$ cat src/rtl/instr_fetch_if.sv
// Fetch-side bus between instr_fetch_unit (master) and the core/instruction memory (slave).
interface instr_fetch_if;
    logic [31:0] pc_next;
    logic        redirect;
    logic        stall;
    logic        imem_req;
    logic [31:0] imem_addr;
    logic        imem_ack;
    logic [31:0] imem_rdata;
    logic [31:0] instr;
    logic [31:0] pc;
    logic [31:0] pc_plus4;
    logic        instr_valid;
    logic        fault;

    modport master (
        input  pc_next, redirect, stall, imem_ack, imem_rdata,
        output imem_req, imem_addr, instr, pc, pc_plus4, instr_valid, fault
    );

    modport slave (
        output pc_next, redirect, stall, imem_ack, imem_rdata,
        input  imem_req, imem_addr, instr, pc, pc_plus4, instr_valid, fault
    );
endinterface

$ cat src/rtl/instr_fetch_unit.sv
// MIPS instruction fetch: owns the PC, issues one imem request at a time, holds instr under stall.
// Define FETCH_DELAY_SLOT_EN for branch-delay-slot redirect semantics.
module instr_fetch_unit #(
    parameter logic [31:0] RESET_PC  = 32'h0040_0000,
    parameter logic [31:0] NOP_INSTR = 32'h0000_0000
) (
    input  logic          clk,
    input  logic          rst_n,
    instr_fetch_if.master bus
);

    localparam logic [1:0] S_IDLE  = 2'd0;
    localparam logic [1:0] S_REQ   = 2'd1;
    localparam logic [1:0] S_HOLD  = 2'd2;
    localparam logic [1:0] S_FAULT = 2'd3;

    logic [1:0]  state_q, state_d;
    logic [31:0] pc_q, pc_d;
    logic [31:0] pc_plus4_q, pc_plus4_d;
    logic [31:0] instr_q, instr_d;
    logic        instr_valid_q, instr_valid_d;
    logic        imem_req_q, imem_req_d;
    logic        fault_q, fault_d;
`ifdef FETCH_DELAY_SLOT_EN
    logic        pend_q, pend_d;
    logic [31:0] target_q, target_d;
`endif

    logic [31:0] new_pc;
    logic        take_fault;
    logic        misaligned;

    assign misaligned = (bus.pc_next[1:0] != 2'b00);

    always_comb begin
        state_d       = state_q;
        pc_d          = pc_q;
        pc_plus4_d    = pc_plus4_q;
        instr_d       = instr_q;
        instr_valid_d = instr_valid_q;
        imem_req_d    = imem_req_q;
        fault_d       = fault_q;
`ifdef FETCH_DELAY_SLOT_EN
        pend_d        = pend_q;
        target_d      = target_q;
`endif
        new_pc        = pc_plus4_q;
        take_fault    = 1'b0;

        case (state_q)
            S_IDLE: begin
                state_d    = S_REQ;
                imem_req_d = 1'b1;
            end
            S_REQ: begin
                if (bus.imem_ack) begin
                    instr_d       = bus.imem_rdata;
                    instr_valid_d = 1'b1;
                    imem_req_d    = 1'b0;
                    state_d       = S_HOLD;
                end
            end
            S_HOLD: begin
                if (!bus.stall) begin
`ifdef FETCH_DELAY_SLOT_EN
                    // Delay slot: the instruction after a taken branch is fetched before the target.
                    if (pend_q) begin
                        new_pc = target_q;
                        pend_d = 1'b0;
                    end else if (bus.redirect) begin
                        if (misaligned) begin
                            take_fault = 1'b1;
                        end else begin
                            target_d = bus.pc_next;
                            pend_d   = 1'b1;
                        end
                    end
`else
                    if (bus.redirect) begin
                        if (misaligned) take_fault = 1'b1;
                        else            new_pc     = bus.pc_next;
                    end
`endif
                    instr_valid_d = 1'b0;
                    instr_d       = NOP_INSTR;
                    if (take_fault) begin
                        fault_d = 1'b1;
                        state_d = S_FAULT;
                    end else begin
                        pc_d       = new_pc;
                        pc_plus4_d = new_pc + 32'd4;
                        imem_req_d = 1'b1;
                        state_d    = S_REQ;
                    end
                end
            end
            S_FAULT: begin
                imem_req_d    = 1'b0;
                instr_valid_d = 1'b0;
            end
            default: state_d = S_IDLE;
        endcase
    end

    always_ff @(posedge clk or negedge rst_n) begin
        if (!rst_n) begin
            state_q       <= S_IDLE;
            pc_q          <= RESET_PC;
            pc_plus4_q    <= RESET_PC + 32'd4;
            instr_q       <= NOP_INSTR;
            instr_valid_q <= 1'b0;
            imem_req_q    <= 1'b0;
            fault_q       <= 1'b0;
`ifdef FETCH_DELAY_SLOT_EN
            pend_q        <= 1'b0;
            target_q      <= 32'd0;
`endif
        end else begin
            state_q       <= state_d;
            pc_q          <= pc_d;
            pc_plus4_q    <= pc_plus4_d;
            instr_q       <= instr_d;
            instr_valid_q <= instr_valid_d;
            imem_req_q    <= imem_req_d;
            fault_q       <= fault_d;
`ifdef FETCH_DELAY_SLOT_EN
            pend_q        <= pend_d;
            target_q      <= target_d;
`endif
        end
    end

    assign bus.imem_req    = imem_req_q;
    assign bus.imem_addr   = pc_q;
    assign bus.instr       = instr_q;
    assign bus.pc          = pc_q;
    assign bus.pc_plus4    = pc_plus4_q;
    assign bus.instr_valid = instr_valid_q;
    assign bus.fault       = fault_q;

endmodule

$ cat src/flat_wrapper.sv
// flat-port wrapper written by rule: the top's interface ports become plain ports
module instr_fetch_unit_flat 
#(
    parameter logic [31:0] RESET_PC  = 32'h0040_0000,
    parameter logic [31:0] NOP_INSTR = 32'h0000_0000
)
  (clk, rst_n, bus_pc_next, bus_redirect, bus_stall, bus_imem_ack, bus_imem_rdata, bus_imem_req, bus_imem_addr, bus_instr, bus_pc, bus_pc_plus4, bus_instr_valid, bus_fault);
  instr_fetch_if bus_i ();
  input  logic clk;
  input  logic rst_n;
  input wire logic [$bits(bus_i.pc_next)-1:0] bus_pc_next;
  input wire logic [$bits(bus_i.redirect)-1:0] bus_redirect;
  input wire logic [$bits(bus_i.stall)-1:0] bus_stall;
  input wire logic [$bits(bus_i.imem_ack)-1:0] bus_imem_ack;
  input wire logic [$bits(bus_i.imem_rdata)-1:0] bus_imem_rdata;
  output wire logic [$bits(bus_i.imem_req)-1:0] bus_imem_req;
  output wire logic [$bits(bus_i.imem_addr)-1:0] bus_imem_addr;
  output wire logic [$bits(bus_i.instr)-1:0] bus_instr;
  output wire logic [$bits(bus_i.pc)-1:0] bus_pc;
  output wire logic [$bits(bus_i.pc_plus4)-1:0] bus_pc_plus4;
  output wire logic [$bits(bus_i.instr_valid)-1:0] bus_instr_valid;
  output wire logic [$bits(bus_i.fault)-1:0] bus_fault;
  assign bus_i.pc_next = bus_pc_next;
  assign bus_i.redirect = bus_redirect;
  assign bus_i.stall = bus_stall;
  assign bus_i.imem_ack = bus_imem_ack;
  assign bus_i.imem_rdata = bus_imem_rdata;
  assign bus_imem_req = bus_i.imem_req;
  assign bus_imem_addr = bus_i.imem_addr;
  assign bus_instr = bus_i.instr;
  assign bus_pc = bus_i.pc;
  assign bus_pc_plus4 = bus_i.pc_plus4;
  assign bus_instr_valid = bus_i.instr_valid;
  assign bus_fault = bus_i.fault;
  instr_fetch_unit #(.RESET_PC(RESET_PC), .NOP_INSTR(NOP_INSTR)) u_core (.clk(clk), .rst_n(rst_n), .bus(bus_i));
endmodule
$ cat config.mk
export PLATFORM = sky130hd
export DESIGN_NAME = instr_fetch_unit_flat
export DESIGN_NICKNAME = d
export VERILOG_FILES = /design/src/rtl/instr_fetch_if.sv /design/src/rtl/instr_fetch_unit.sv /design/src/flat_wrapper.sv
export SDC_FILE = /design/constraint.sdc
export NUM_CORES = 1
export LEC_CHECK = 0
export ABC_AREA = 1
export CAP_MARGIN = 30
export CORE_MARGIN = 8
export CORE_UTILIZATION = 45
export DETAILED_ROUTE_END_ITERATION = 7
export HOLD_SLACK_MARGIN = 0.08
export PLACE_DENSITY = 0.77
export SYNTH_ARGS = -nofsm -noshare
export SYNTH_HDL_FRONTEND = slang
export SYNTH_SLANG_ARGS = --single-unit
$ cat constraint.sdc
create_clock -name clk -period 2.15 [get_ports clk]
set_clock_uncertainty 0.15 [all_clocks]
set_input_delay 0.215 -clock clk [delete_from_list [all_inputs] [get_ports clk]]
set_output_delay 0.215 -clock clk [all_outputs]
set_load 0.02 [all_outputs]
## Word level (Yosys, flattened, before mapping)

Index checks and enable logic that the tools add are counted.

- Flip-flop bits (word level): 101
- Latch bits: 0
- Memory bits (writable): 0
- ROM bits: 0
- Bits of input ports: 69
- Memories kept: 0

- Add/sub/neg operators: 1
- $mul: 0
- Div/mod/pow operators: 0
- $lt $le $gt $ge: 0
- Equal/unequal tests: 6
- Shifts and indexed selects: 0
- Multiplexer cells: 22
- Bitwise logic cells: 2
- Reductions and logical operators: 11

Operator list:

| operator | number |
|---|---|
| 32-bit 2-to-1 mux | 6 |
| 32-bit one-hot mux with 2 select lines | 1 |
| 32-bit by 3-bit adder with 32-bit output (second input constant) | 1 |
| 3-bit AND reduction | 6 |
| 1-bit 2-to-1 mux | 9 |
| 2-bit 2-to-1 mux | 3 |
| 2-bit != test (second input constant) | 3 |
| 2-bit one-hot mux with 3 select lines | 1 |
| 3-bit nonzero test | 2 |
| 2-bit == test (second input constant) | 2 |
| 1-bit one-hot mux with 4 select lines | 1 |
| 2-bit nonzero test | 2 |
| 1-bit one-hot mux with 3 select lines | 1 |
| 2-bit by 1-bit == test with 1-bit output (second input constant) | 1 |
| 2-bit zero test | 1 |
| 1-bit NOT | 2 |

## Depth between registers and ports, before layout

- Depth after elaboration: 8
- Gate-level depth with buffers: 14
- Mapped depth without buffers: 13

## Worst setup path before layout

OpenSTA, ideal clock, no wires.

- Path kind: register -> register
- From: reg u_core.state_q[0]
- To: reg u_core.instr_q[0], in the netlist u_core.bus.instr[0]
- Library setup time: 83 ps
- Arrival: 1630 ps
- Setup slack: 287 ps
- Cell stages (with the launch flop): 8
- Buffers on the path: 1
- Period minus slack after synthesis: 1863 ps
- Path through: dfrtp_1 inv_1 ha_1 clkinv_1 a21oi_2 clkbuf_1 nand3_1 o21ai_0

- Cells in the longest elaborated chain, start to end: 3

Ends and longest elaborated chain:

| item | line | source |
|---|---|---|
| start, declared | instr_fetch_unit.sv:17 | `logic [1:0] state_q, state_d;` |
| start signal, assigned | instr_fetch_unit.sv:119 | `state_q <= state_d;` |
| 2-bit by 1-bit == test with 1-bit output / 2-bit == test (equally long branches) | instr_fetch_unit.sv:50 | `case (state_q)` |
| 2-bit != test (no line) / 2-bit nonzero test (equally long branches) | -- |  |
| 3-bit AND reduction (no line) | -- |  |
| end signal, assigned | instr_fetch_unit.sv:122 | `instr_q <= instr_d;` |
| end, declared | instr_fetch_unit.sv:20 | `logic [31:0] instr_q, instr_d;` |

Parallel ways exist; a longest one is shown, timed or not.
A chain may end at the register's enable or synchronous reset.

## Worst setup path in the final report

- From: in bus_redirect
- To: reg u_core.pc_plus4_q[28], in the netlist u_core.bus.pc_plus4[28]

- Cells in the longest elaborated chain, start to end: 5

Ends and longest elaborated chain:

| item | line | source |
|---|---|---|
| start, declared | flat_wrapper.sv:12 | `input wire logic [$bits(bus_i.redirect)-1:0] bus_redirect;` |
| branches (longest 5 deep; another with 32-bit by 3-bit adder with 32-bit output) | -- |  |
| end signal, assigned | instr_fetch_unit.sv:109 | `pc_plus4_q <= RESET_PC + 32'd4;` |
| end signal, assigned | instr_fetch_unit.sv:121 | `pc_plus4_q <= pc_plus4_d;` |
| end, declared | instr_fetch_unit.sv:19 | `logic [31:0] pc_plus4_q, pc_plus4_d;` |

Several ways; the timed one is not identified. The select of a mux whose other input is x is not followed.

==> summary.md <==
| Metric | Value |
|---|---|
| Status | `finished clean` |
| TritonCTS Buffers | `9` |
| Num rows | `40` |
| P per Cell Area | `1260 mW/mm2` |
| End of the worst register-to-register path | `u_core.bus.instr[10]` |
| Multi-input gate area | `0.00228 mm2` |
| Dpl cells | `1,072` |
| Largest net degree at the start of global routing | `65` |
| Total gr overflow | `0` |
| Max clock buf depth | `2` |
| Dpl hpwl | `13,100 um` |
| Vias in the first global route | `5,547` |
| Placed Area | `0.00787 mm2` |
| Area leader, netlist | `dfrtp_1` |
| Final Instance Area | `0.00834 mm2` |
| CTS root buf | `clkbuf_16` |
| Max Clock Freq | `489 MHz` |
| Area Overhead vs Synth | `51.6%` |
| Core ar. | `0.0120 mm2` |
| Final period util | `95.2%` |
| Headroom to the max-slew limit | `65.2%` |
| RR Startpoint | `u_core.state_q[1]` |
| Initial drt markers | `292` |
| Reg clk slew, reported paths | `70 ps` |
| Met3 Usage GRT | `8.29%` |
| Layout cells sized above 1 | `14.1%` |
| GRT Util Overall | `21.5%` |
| Fin Hold WS | `238 ps` |
| WL final | `17,300 um` |
| Top-area cell type share of the netlist area | `43.7%` |
| Max_cap viols | `0` |
| Worst Path Max Fanout | `20` |
| Initial antenna violation count | `0` |
| Final Hold Vio Count | `0` |
| Setup violators final | `0` |
| # DRC | `0` |
| Via density | `5.02` |
| M1 GR Usage | `24.8%` |
| Fill cell count | `991` |
| H-tree depth | `3` |
| M2 GR Usage | `35.1%` |
| Worst-Skew Late Latency | `350 ps` |
| Final GP Congestion | `0.893` |
| #FFs+latches synth | `99` |
| Pre-Repair DR Iteration Count | `4` |
| Pins Over Slew Limit | `0` |
| Non-filler cells, final | `1,096` |
| Count of different cell masters after synthesis | `35` |
| Synth top area cells | `dfrtp_1 44%, nand2_1 10%, nand3_1 9.5%, nor2_1 6.6%, inv_1 5.9%` |
| Leak Pwr | `0.00387 uW` |
| Initial core utilization | `46.0%` |
| Kind of critical path | `in -> reg` |
| Post-Synthesis Cells | `723` |
| CP required | `2230 ps` |
| Avg Synthesized Cell Area | `7.60 um2` |
| Routed len/inst | `15.7 um` |
| CTS tree | `built` |
| Arr. time, crit path | `2120 ps` |
| Min Clock Period, post-route | `2050 ps` |
| Post-layout util | `69.7%` |
| Clock Sinks | `99` |
| Die area | `0.0160 mm2` |
| Least-Margin Pin Slew | `522 ps` |
| Fin nets | `1,017` |
| Synth warn | `0` |
| Sequential area share after synthesis | `45.1%` |
| Startpoint types | `input pin` |
| FF-to-FF path depth | `8` |
| Max VDD drop | `787 uV` |
| First-pass GRT wire length | `28,000 um` |
| Post-Syn Area | `0.00550 mm2` |
| # diodes | `0` |
| Worst setup EP type | `flip-flop` |
| Post-route ant nets | `0` |
| R2r setup slk | `240 ps` |
| Total Power | `10,500 uW` |
| Hold WC Path Type | `in -> async` |
| IO buf count | `199` |
| Height of the die | `127 um` |
| GRT busiest layer | `met2` |
| Reg area | `0.00248 mm2` |
| Die width | `127 um` |
| Synth Net Count | `796` |
| Routed via count | `5,497` |
| Ports | `200` |
[state kept, by name (all words and copies together), names as in the netlist]
signal,count
u_core.bus.instr,32
u_core.bus.imem_req,1
u_core.state_q,2
u_core.bus.instr_valid,1
u_core.bus.imem_addr,30
u_core.bus.pc_plus4,32
u_core.bus.fault,1
[metrics by stage]
step                setup slack (ps)  TNS, ps
floorplan                        287        0
global placement                -202    -3300
detailed placement              -263    -4200
CTS                             42.6        0
global route                   -12.0    -18.1
finish                           103        0
[cell usage after synthesis]
library cell and count:
nor2_8 1, or2_2 1, a21oi_2 1, inv_1 87, nand4_1 8, clkbuf_1 11
nor3_1 1, a21oi_1 1, o21ai_0 53, buf_2 10, nor2_1 97, nand3_1 104
inv_2 2, o211ai_1 3, mux2_2 1, dfrtp_1 96, a21boi_0 2, nand2_4 1
dfstp_2 3, nand2_2 9, ha_1 4, nand3_4 1, o21ai_2 3, clkinv_1 2
nand3_2 1, buf_6 5, nand2_1 148, nor2_4 6, o31ai_1 4, o21bai_1 1
a31oi_1 4, o21ai_1 2, nor2_2 7, buf_4 37, nand3b_1 6
[power breakdown]
group / internal, uW / switching [uW] / total (uW)
registers: 2620 / 528 / 3150
clock network: 1090 / 722 / 1810
logic: 2560 / 3000 / 5560
[critical path, stage by stage]
cell and delay, ps:
clkdlybuf4s50_1 460, buf_4 170, buf_12 170, nand3_1 120, nand2_1 130, nand2_1 120, nor2_4 210, nand3_2 130
nor2_2 140, nand2_1 90, nand2_1 90, nand3_1 70
[cell usage in the layout (no fill, tap or decap), types with 6 or more instances in the layout]
cell type / count
inv_1: 87
clkdlybuf4s50_1: 196
nand3b_1: 6
nor2_4: 7
nor2_2: 9
nand2_2: 12
nand2_1: 145
buf_12: 10
clkbuf_16: 11
buf_4: 62
nand3_1: 103
nor2_1: 94
dfrtp_1: 96
o21ai_0: 52
nand4_1: 8
[routing by layer]
layer	part of all wire, %	vias up
met5	0	-
met4	2.4	0
met3	10	33
met2	46	225
met1	41	2529
li1	-	2710
[what timing repair did]
action / 4_1_cts / 5_1_grt
buffers inserted: 0 / 5
hold buffers: 1 / 0
hold endpoints to repair: 36 / 0
resized for setup: 0 / 10
setup endpoints to repair: 0 / 50
[area by class of cell]
cell class,instances,area share [%]
Clock buffer,11,3.03
Clock inverter,5,0.991
Inverter,91,4.10
Multi-Input combinational cell,470,27.4
Sequential cell,99,29.8
Tap cell,147,2.21
Timing Repair Buffer,273,32.5
[worst max-delay path by stage]
stage	startpoint	endpoint	slack (ps)	depth (start not counted)
2_1_floorplan	u_core.state_q[0]	u_core.bus.instr[0]	290	7
3_3_place_gp	bus_pc_next[1]	u_core.bus.pc_plus4[24]	-200	12
3_5_place_dp	bus_pc_next[1]	u_core.bus.pc_plus4[31]	-260	12
4_1_cts	bus_pc_next[1]	u_core.bus.pc_plus4[28]	40	12
5_1_grt	bus_redirect	u_core.bus.pc_plus4[25]	-10	12
6_report	bus_redirect	u_core.bus.pc_plus4[28]	100	12
[cells by family (layout without fill, tap and decap cells)]
family                     after synthesis  in the layout  synth area share, %
muxes                                    1              1                0.205
DFF                                     99             99                 45.1
AOI/OAI and AO/OA                       74             74                 7.56
and+or+nand+nor                        391            391                 32.2
adders and majority gates                4              4                0.910
buffers and inverters                  154            380                 14.0
(Power assumes the default switching activity.)
